==> config.mk <==
export PLATFORM = sky130hd
export DESIGN_NAME = mult_div_unit
export DESIGN_NICKNAME = d
export VERILOG_FILES = /design/src/rtl/mult_div_pkg.sv /design/src/rtl/mult_div_unit_addsub33.sv /design/src/rtl/mult_div_unit.sv
export SDC_FILE = /design/constraint.sdc
export NUM_CORES = 1
export LEC_CHECK = 0
export CAP_MARGIN = 5
export CELL_PAD_IN_SITES_DETAIL_PLACEMENT = 0
export CELL_PAD_IN_SITES_GLOBAL_PLACEMENT = 1
export CORE_UTILIZATION = 30
export DETAILED_ROUTE_END_ITERATION = 10
export PLACE_DENSITY_LB_ADDON = 0.3
export SYNTH_ARGS = -nofsm -noshare
export SYNTH_HDL_FRONTEND = slang
export SYNTH_SLANG_ARGS = --single-unit
==> constraint.sdc <==
create_clock -name clk -period 4.8 [get_ports clk]
set_clock_uncertainty 0.2 [all_clocks]
set_input_delay 0.72 -clock clk [delete_from_list [all_inputs] [get_ports clk]]
set_output_delay 0.72 -clock clk [all_outputs]
set_load 0.02 [all_outputs]
==> src/rtl/mult_div_pkg.sv <==
// Shared encodings and constants for the iterative multiply/divide unit.
package mult_div_pkg;

  localparam int ITERATIONS = 32;

  localparam logic [1:0] OP_MULTU = 2'b00;
  localparam logic [1:0] OP_MULT  = 2'b01;
  localparam logic [1:0] OP_DIVU  = 2'b10;
  localparam logic [1:0] OP_DIV   = 2'b11;

  typedef logic [1:0] state_t;

  localparam state_t S_IDLE = 2'd0;
  localparam state_t S_MUL  = 2'd1;
  localparam state_t S_DIV  = 2'd2;
  localparam state_t S_DONE = 2'd3;

  localparam logic [5:0] LAST_ITER = 6'(ITERATIONS - 1);

endpackage

==> src/rtl/mult_div_unit_addsub33.sv <==
// 33-bit adder/subtractor shared by multiply and divide iterations.
module addsub33 (
  input  logic [32:0] a,
  input  logic [32:0] b,
  input  logic        sub,
  output logic [32:0] y
);

  assign y = sub ? (a - b) : (a + b);

endmodule

==> src/rtl/mult_div_unit.sv <==
// Iterative MIPS HI/LO multiply/divide unit: shift-add multiply,
// restoring divide, sign fix-up on completion, MTHI/MTLO writes.
module mult_div_unit
  import mult_div_pkg::*;
(
  input  logic        clk,
  input  logic        reset,
  input  logic        start_in,
  input  logic [1:0]  op_in,
  input  logic [31:0] a_in,
  input  logic [31:0] b_in,
  input  logic        hiWrite_in,
  input  logic        loWrite_in,
  input  logic [31:0] writeData_in,
  output logic        busy_out,
  output logic        done_out,
  output logic        divZero_out,
  output logic [31:0] hi_out,
  output logic [31:0] lo_out
);

  state_t      state;
  logic [5:0]  cnt;
  logic        fin;
  logic [1:0]  op_q;
  logic [31:0] a_raw;
  logic [31:0] opnd_b;
  logic [31:0] acc_hi;
  logic [31:0] acc_lo;
  logic        sgn_a;
  logic        sgn_b;
  logic        dz;

  logic        is_div;
  logic [32:0] add_a;
  logic [32:0] add_b;
  logic [32:0] add_y;
  logic        add_sub;

  logic        in_sa;
  logic        in_sb;
  logic [31:0] mag_a;
  logic [31:0] mag_b;

  logic [63:0] prod;
  logic [63:0] prod_s;
  logic [31:0] quo_s;
  logic [31:0] rem_s;
  logic        b_zero;
  logic [31:0] res_hi;
  logic [31:0] res_lo;

  assign is_div = op_q[1];

  assign in_sa = op_in[0] & a_in[31];
  assign in_sb = op_in[0] & b_in[31];
  assign mag_a = in_sa ? (32'd0 - a_in) : a_in;
  assign mag_b = in_sb ? (32'd0 - b_in) : b_in;

  // Divide shifts {rem, quo} left by one; multiply adds into the upper half.
  always_comb begin
    add_a   = {1'b0, acc_hi};
    add_b   = acc_lo[0] ? {1'b0, opnd_b} : 33'd0;
    add_sub = 1'b0;
    if (is_div) begin
      add_a   = {acc_hi, acc_lo[31]};
      add_b   = {1'b0, opnd_b};
      add_sub = 1'b1;
    end
  end

  addsub33 u_addsub (
    .a   (add_a),
    .b   (add_b),
    .sub (add_sub),
    .y   (add_y)
  );

  assign prod   = {acc_hi, acc_lo};
  assign prod_s = (sgn_a ^ sgn_b) ? (64'd0 - prod) : prod;
  assign quo_s  = (sgn_a ^ sgn_b) ? (32'd0 - acc_lo) : acc_lo;
  assign rem_s  = sgn_a ? (32'd0 - acc_hi) : acc_hi;
  assign b_zero = (opnd_b == 32'd0);

  always_comb begin
    res_hi = prod_s[63:32];
    res_lo = prod_s[31:0];
    if (is_div) begin
      res_hi = b_zero ? a_raw : rem_s;
      res_lo = b_zero ? 32'hFFFF_FFFF : quo_s;
    end
  end

  always_ff @(posedge clk) begin
    if (reset) begin
      state  <= S_IDLE;
      cnt    <= 6'd0;
      fin    <= 1'b0;
      op_q   <= OP_MULTU;
      a_raw  <= 32'd0;
      opnd_b <= 32'd0;
      acc_hi <= 32'd0;
      acc_lo <= 32'd0;
      sgn_a  <= 1'b0;
      sgn_b  <= 1'b0;
      dz     <= 1'b0;
      hi_out <= 32'd0;
      lo_out <= 32'd0;
    end else begin
      dz <= 1'b0;
      case (state)
        S_IDLE, S_DONE: begin
          if (start_in) begin
            state  <= op_in[1] ? S_DIV : S_MUL;
            cnt    <= 6'd0;
            fin    <= 1'b0;
            op_q   <= op_in;
            a_raw  <= a_in;
            opnd_b <= mag_b;
            acc_hi <= 32'd0;
            acc_lo <= mag_a;
            sgn_a  <= in_sa;
            sgn_b  <= in_sb;
          end else begin
            state <= S_IDLE;
            if (hiWrite_in) hi_out <= writeData_in;
            if (loWrite_in) lo_out <= writeData_in;
          end
        end
        S_MUL, S_DIV: begin
          if (fin) begin
            state  <= S_DONE;
            hi_out <= res_hi;
            lo_out <= res_lo;
            dz     <= is_div & b_zero;
          end else begin
            if (cnt == LAST_ITER) fin <= 1'b1;
            else cnt <= cnt + 6'd1;
            if (is_div) begin
              // Restore when the trial subtraction goes negative.
              if (!add_y[32]) begin
                acc_hi <= add_y[31:0];
                acc_lo <= {acc_lo[30:0], 1'b1};
              end else begin
                acc_hi <= add_a[31:0];
                acc_lo <= {acc_lo[30:0], 1'b0};
              end
            end else begin
              acc_hi <= add_y[32:1];
              acc_lo <= {add_y[0], acc_lo[31:1]};
            end
          end
        end
        default: state <= S_IDLE;
      endcase
    end
  end

  assign busy_out    = (state == S_MUL) || (state == S_DIV);
  assign done_out    = (state == S_DONE);
  assign divZero_out = done_out & dz;

endmodule

==> impl_metrics.toml, run 1 <==
[outcome]
status = "finished, final reports clean"

[timing]
fin_crit_sh_pct = 99.36
finalMaxSlewViolations = 0
grt_setup_unrepaired = "true"
maxSlewHeadroom_pct = 32.06
min_period_ns = 4.769
worst_pin_slew_ns = 1.017
finalHoldViolCount = 0
setup-tns-final_ns = 0
clock.fmax_mhz = 209.7
finalSetupViolations = 0

[grt]
grt_first_pass_wirelength_mm = 100.2
grt_util_all_layers_pct = 23.87
grt_max_degree = 97
grt_pass1_vias = 15760
antenna_found_initial = 2
grt-ovfl-total = 0

[finish]
final_cells = 3019
area_growth_pct = 23.68
fin_util_pct = 37.57
nFillCells = 5502
diodes = 0
drive_gt1_share_pct = 11.24
nets = 2455
stdcell_area_um2 = 19780

[clock_tree]
numCtsBuffers = 25
cts-root-buf = "clkbuf_16"
h-tree-depth = 1
cts_tree = "done"
cts_max_path_buffers = 3
cts_sinks = 205
path_clk_slew_ns = 0.07
insertion_delay_ns = 0.57

[power_and_ir_drop]
p_sw_share_pct = 43.59
power_mw = 8.945
pwr-share-seq_pct = 24.8
ir_drop_mv = 0.2620
p_sw_mw = 3.899
cellPowerDensity_nw_per_um2 = 452.2
p_comb_share_pct = 52.7
intPower_mw = 5.046
pwr-share-clk_pct = 22.5
p_leak_nw = 7.468

[critical_path]
worst_ep_arrival_time_ns = 4.97
required_ns = 5.01
start_kind = "flop"
endpoint_kind = "flop"
cp_max_fo = 7
setup.worst_path.class = "flop to flop"

[yosys]
yosys_register_bits = 205
synth_top_cell_area_share_pct = 25.66
synth_mux_area_share_pct = 6.134
post-synth-top-count-cell = "nand2_1"
synthDistinctLibCells = 92
synth-edff-count = 0
synth-compound-area-share_pct = 29.53
synthFlopType = "dfxtp_1"
yosys.area.top_type = "dfxtp_1"
yosysSeqAreaShare_pct = 25.66
ys_warn_count = 0
synth_xor_area_share_pct = 8.817
synth.avg_cell_area_um2 = 7.363
async_reset_ff_share_pct = 0
synthTopCellsByCount = "292 x nand2_1, 225 x a21oi_1, 205 x dfxtp_1"
synthAdderAreaFrac_pct = 3.176
synth.area.top_cells = "dfxtp_1 26%, a21oi_1 7.0%, nand2_1 6.9%"
syn-num-nets = 2315
synth_top_family_by_area = "compound AO/OA/AOI/OAI gates"
synthCells = 2172
synth_area_um2 = 15990
yosys.area_share.simple_pct = 20.97

[worst_hold_path]
hold_class = "flop to flop"

[floorplan]
die_h_um = 232.9
row_count = 84
core-area_um2 = 52660
num_io_pins = 170
start_util_pct = 30.37
chipWidth_um = 232.9
die_area_um2 = 54240

[run]
cap_violations = 0

[detailed_routing]
drt_first_pass_iters = 6
vias_per_cell = 5.664
vias = 17100
wl_per_cell_um = 21.88
wirelength_mm = 66.07
postRouteAntennaNets = 0
drc = 0
drtIter0Drc = 1680

[placed_design]
placed_cell_area_um2 = 18750
place_inst = 2966
portBuffers = 169
gp_congestion = 0.9173
dpl.hpwl_mm = 50.83
[per-layer routing]
layer	global-route usage, %	routed length, µm	vias up
met3	2.794	3584	74
met5	0	33	-
met4	5.229	1316	4
li1	-	-	8245
met2	37.65	29820	484
met1	34.40	31310	8293
[placed cells by master, fill, tap and decap left out, types with 15 or more instances in the layout]
cell type        Yosys  routed
o211ai_1            42      42
clkbuf_16            0      25
nor4_1              25      23
inv_1               32      32
clkdlybuf4s50_1      0     168
a21oi_1            225     223
o21ai_0             98      98
o31ai_1             26      26
and3_1              15      15
nor3_1              46      43
o41ai_1             17      17
dfxtp_1            205     203
ha_1                39      37
a311oi_1            18      18
nor2_1             186     183
o22ai_1             17      17
or3_1               30      29
mux2i_1             62      62
buf_4                1     124
a31oi_1             29      28
o221ai_1            33      33
mux2_2              31      31
a22oi_1             29      29
xor2_1              73      72
a21o_1              22      22
o21ai_1             54      52
nand3_1             29      29
nand2_1            292     292
xnor2_1             88      87
a211oi_1            47      45
[cells by family (layout without fill, tap and decap cells)]
logic type	Yosys count	in the layout
simple gates	718	718
buf+inv	219	378
flops	205	205
compound gates	735	735
xor+xnor	161	161
mux	94	94
fa+ha+maj	40	40
[registers in the layout, summed over array words and instances, names as in the netlist]
signal	flops
opnd_b	32
op_q	1
a_raw	32
acc_hi	32
state	2
acc_lo	32
lo_out	32
cnt	6
sgn_a	1
hi_out	32
fin	1
dz	1
sgn_b	1
[critical path: stages (launching register included)]
cell and delay [ns]:
dfxtp_2 0.32, or3_4 0.38, or3b_4 0.38, o41a_1 0.40
nor2_4 0.15, o21a_1 0.18, a211oi_2 0.05, a31o_1 0.21
a21oi_2 0.15, ha_1 0.27, a21o_1 0.19, a21oi_2 0.17
o211ai_1 0.14, or4_1 0.42, or3_4 0.36, nand3_4 0.16
buf_6 0.13, buf_6 0.10, mux2i_1 0.19, o21ai_1 0.07
[repair_timing]
item,in CTS,in global routing
gates resized for setup,12,11
hold buffers,0,0
setup endpoints to repair,33,33
pin swaps,6,1
buffers inserted,4,2
cloned,1,0
[cell type report]
class | count | area [µm²] | area share, %
multi-input cells | 1748 | 11120 | 56.22
flip-flops and latches | 205 | 4109 | 20.77
repair buffers | 298 | 2705 | 13.68
well taps | 688 | 860.8 | 4.352
clock buffers | 31 | 678.2 | 3.428
clock inverters | 15 | 178.9 | 0.9046
inverters | 34 | 127.6 | 0.6452
[power groups by stage]
stage	Clock [mW]	Combinational, mW	Sequential [mW]
2_1_floorplan	0	3.00	2.12
3_3_place_gp	0	4.55	2.23
3_5_place_dp	0	4.56	2.24
4_1_cts	2.06	4.66	2.20
5_1_grt	2.12	5.11	2.24
6_report	2.01	4.72	2.22
[stage by stage]
stage	hold WS, ns	worst slack, ns
6_report	0.2451	0.03081
5_1_grt	0.2759	-0.2126
4_1_cts	0.2482	0.01989
3_5_place_dp	0.2398	-0.2401
3_3_place_gp	0.2401	-0.09659
2_1_floorplan	0.2312	0.01333
[final timing paths]
| kind | startpoint | endpoint | slack [ns] | depth (start not counted) |
|---|---|---|---|---|
| worst max-delay path | opnd_b[8]$_SDFFE_PP0P_ | acc_hi[24]$_SDFFE_PP0P_ | 0.03 | 19 |
| worst min-delay path | hi_out[17]$_SDFFE_PP0P_ | hi_out[17]$_SDFFE_PP0P_ | 0.25 | 2 |
| worst max register to register | opnd_b[8]$_SDFFE_PP0P_ | acc_hi[24]$_SDFFE_PP0P_ | 0.03 | 19 |
| worst min register to register | hi_out[17]$_SDFFE_PP0P_ | hi_out[17]$_SDFFE_PP0P_ | 0.25 | 2 |
(Power assumes the default switching activity.)
==> run 2: changes to the inputs <==
- SLEW_MARGIN: unset -> 0
==> results of run 2 <==
Same layout as run 1: the final DEF is identical, and so are final timing and power.
==> run 3: changes to the inputs <==
- CELL_PAD_IN_SITES_GLOBAL_PLACEMENT: 1 -> 2
- CORE_MARGIN: unset -> 8
==> run 3 against run 2 <==
Net effect:
- the run now ends with setup timing left
- routed wire length up 5.5%
- register-to-register slack worse by 0.09 ns
- core utilization up 0.44 points
- clock power up 3%
- via count up 0.58%
- global-route usage down 1.9 points
- setup slack worse by 0.085 ns
- flip-flop and latch count unchanged
- first-iteration DRC count up 4.5%
- non-clock buffer count up 15
- critical path type unchanged
- critical endpoint is now acc_hi[28]$_SDFFE_PP0P_
- highest routed layer is now met4
==> impl_metrics.toml, run 3 (synthesis gave the netlist of run 1 again) <==
[outcome]
status = "finished, violations left"
violations = "setup timing"

[finish]
nets = 2471
area_growth_pct = 25.14
fin_util_pct = 38.01
layout_common_cells = "292 x nand2_1, 223 x a21oi_1, 203 x dfxtp_1"
nFillCells = 5605
multi_input_area_um2 = 11160
final_cells = 3035
drive_gt1_share_pct = 11.97
final_common_cell = "nand2_1"
seqCellArea_um2 = 4109
diodes = 0
stdcell_area_um2 = 20010

[critical_path]
reg2reg_depth = 19
critPathLaunch = "opnd_b[8]$_SDFFE_PP0P_"
cp-endpoint = "acc_hi[28]$_SDFFE_PP0P_"
reg2reg_to = "acc_hi[28]$_SDFFE_PP0P_"
start_kind = "flop"
worst_ep_arrival_time_ns = 5.08
timing.rr.start = "opnd_b[8]$_SDFFE_PP0P_"
r2r_slack_ns = -0.05
endpoint_kind = "flop"
cp_max_fo = 7
setup.worst_path.class = "flop to flop"
required_ns = 5.02

[power_and_ir_drop]
p_comb_share_pct = 53.3
pwr-share-clk_pct = 22.6
pwr-share-seq_pct = 24.1
ir_drop_mv = 0.3018
cellPowerDensity_nw_per_um2 = 458.7
p_sw_mw = 3.978
p_sw_share_pct = 43.33
intPower_mw = 5.202
p_leak_nw = 7.562

[detailed_routing]
vias = 17199
wirelength_mm = 69.72
vias_per_cell = 5.667
drt_first_pass_iters = 6
drc = 0
drtIter0Drc = 1756
wl_per_cell_um = 22.97
postRouteAntennaNets = 0

[timing]
grt_setup_unrepaired = "true"
finalHoldViolCount = 0
finalSetupViolations = 29
finalMaxSlewViolations = 0
fin_crit_sh_pct = 101.1
clock.fmax_mhz = 206.0
maxSlewHeadroom_pct = 32.04
min_period_ns = 4.855
timing.hold.ws_ns = 0.2488
worst_pin_slew_ns = 1.017
setup-tns-final_ns = -0.6581
fin_ws_ns = -0.05451

[floorplan]
chipWidth_um = 246.9
row_count = 84
num_io_pins = 170
core-area_um2 = 52660
die_h_um = 246.9
start_util_pct = 30.37
die_area_um2 = 60950

[grt]
grt_max_degree = 135
grt_first_pass_wirelength_mm = 104.3
grt_pass1_vias = 16294
grt_util_all_layers_pct = 21.97
antenna_found_initial = 1
grt-ovfl-total = 0

[clock_tree]
cts_max_path_buffers = 3
ctsHoldBuffers = 0
path_clk_slew_ns = 0.06
insertion_delay_ns = 0.57
cts_tree = "done"
cts-root-buf = "clkbuf_16"
h-tree-depth = 1
cts_sinks = 205
numCtsBuffers = 26

[placed_design]
placed_cell_area_um2 = 18890
dpl.hpwl_mm = 53.56
place_inst = 2981
gp_congestion = 0.9060
portBuffers = 169

[worst_hold_path]
hold_class = "flop to flop"

[run]
cap_violations = 0
[run 3: cell count changes in the layout (fill, tap and decap cells not counted), sizes merged]
cell and change:
clkbuf +3, clkinv -1, bufinv +1, buf +15, inv -2
[run 3: critical path, cell delays in order (launching register included)]
cell and delay, ns:
dfxtp_2 0.32, or3_4 0.38, or3b_4 0.38, o41a_1 0.49, nor2_4 0.18, buf_4 0.15, nand2_1 0.07, o21ai_1 0.13
a21oi_1 0.12, ha_1 0.31, and2_1 0.16, nand3_1 0.11, or4_4 0.56, a31oi_4 0.17, or3_4 0.16, nand3_4 0.18
buf_6 0.21, buf_4 0.13, a32oi_1 0.20, o211ai_1 0.11
[run 3: repair_timing]
item,in CTS,in global routing
setup endpoints to repair,33,33
pin swaps,7,6
cloned,2,0
buffers inserted,4,1
gates resized for setup,15,15
[run 3: worst min path at each step]
stage	startpoint	endpoint	slack (ns)	cells after the start
6_report	hi_out[12]$_SDFFE_PP0P_	hi_out[12]$_SDFFE_PP0P_	0.25	1
2_1_floorplan	a_raw[20]$_SDFFE_PP0P_	a_raw[20]$_SDFFE_PP0P_	0.23	2
4_1_cts	lo_out[3]$_SDFFE_PP0P_	lo_out[3]$_SDFFE_PP0P_	0.25	2
3_3_place_gp	lo_out[0]$_SDFFE_PP0P_	lo_out[0]$_SDFFE_PP0P_	0.24	2
3_5_place_dp	hi_out[12]$_SDFFE_PP0P_	hi_out[12]$_SDFFE_PP0P_	0.24	1
5_1_grt	lo_out[13]$_SDFFE_PP0P_	lo_out[13]$_SDFFE_PP0P_	0.27	2
[run 3: metrics by stage]
step,worst slack [ns],total power [mW]
after floorplan,0.01333,5.117
after global placement,-0.1136,6.886
after detailed placement,-0.2154,6.904
after CTS,-0.06997,9.131
after global routing,-0.2857,9.707
final,-0.05451,9.180
[run 3: layout make-up]
cell class	instances	share of cell area [%]
Clock buffer	34	3.551
Clock inverter	13	0.9315
Sequential cell	205	20.53
Inverter	34	0.6377
Multi-Input combinational cell	1748	55.75
Tap cell	688	4.301
Timing Repair Buffer	313	14.30
[run 3: layer usage]
layer	wire length (µm)	GRT usage, %	vias up
met4	1226	4.191	0
met3	4060	2.492	68
met1	33260	31.94	8362
met2	31170	34.69	483
met5	0	0	-
li1	-	-	8286
[run 3: power groups by stage]
stage | sequential, mW | clock [mW] | combinational [mW]
after global placement | 2.23 | 0 | 4.65
after global routing | 2.24 | 2.19 | 5.28
final | 2.21 | 2.08 | 4.89
after detailed placement | 2.24 | 0 | 4.66
after CTS | 2.20 | 2.12 | 4.81
after floorplan | 2.12 | 0 | 3.00
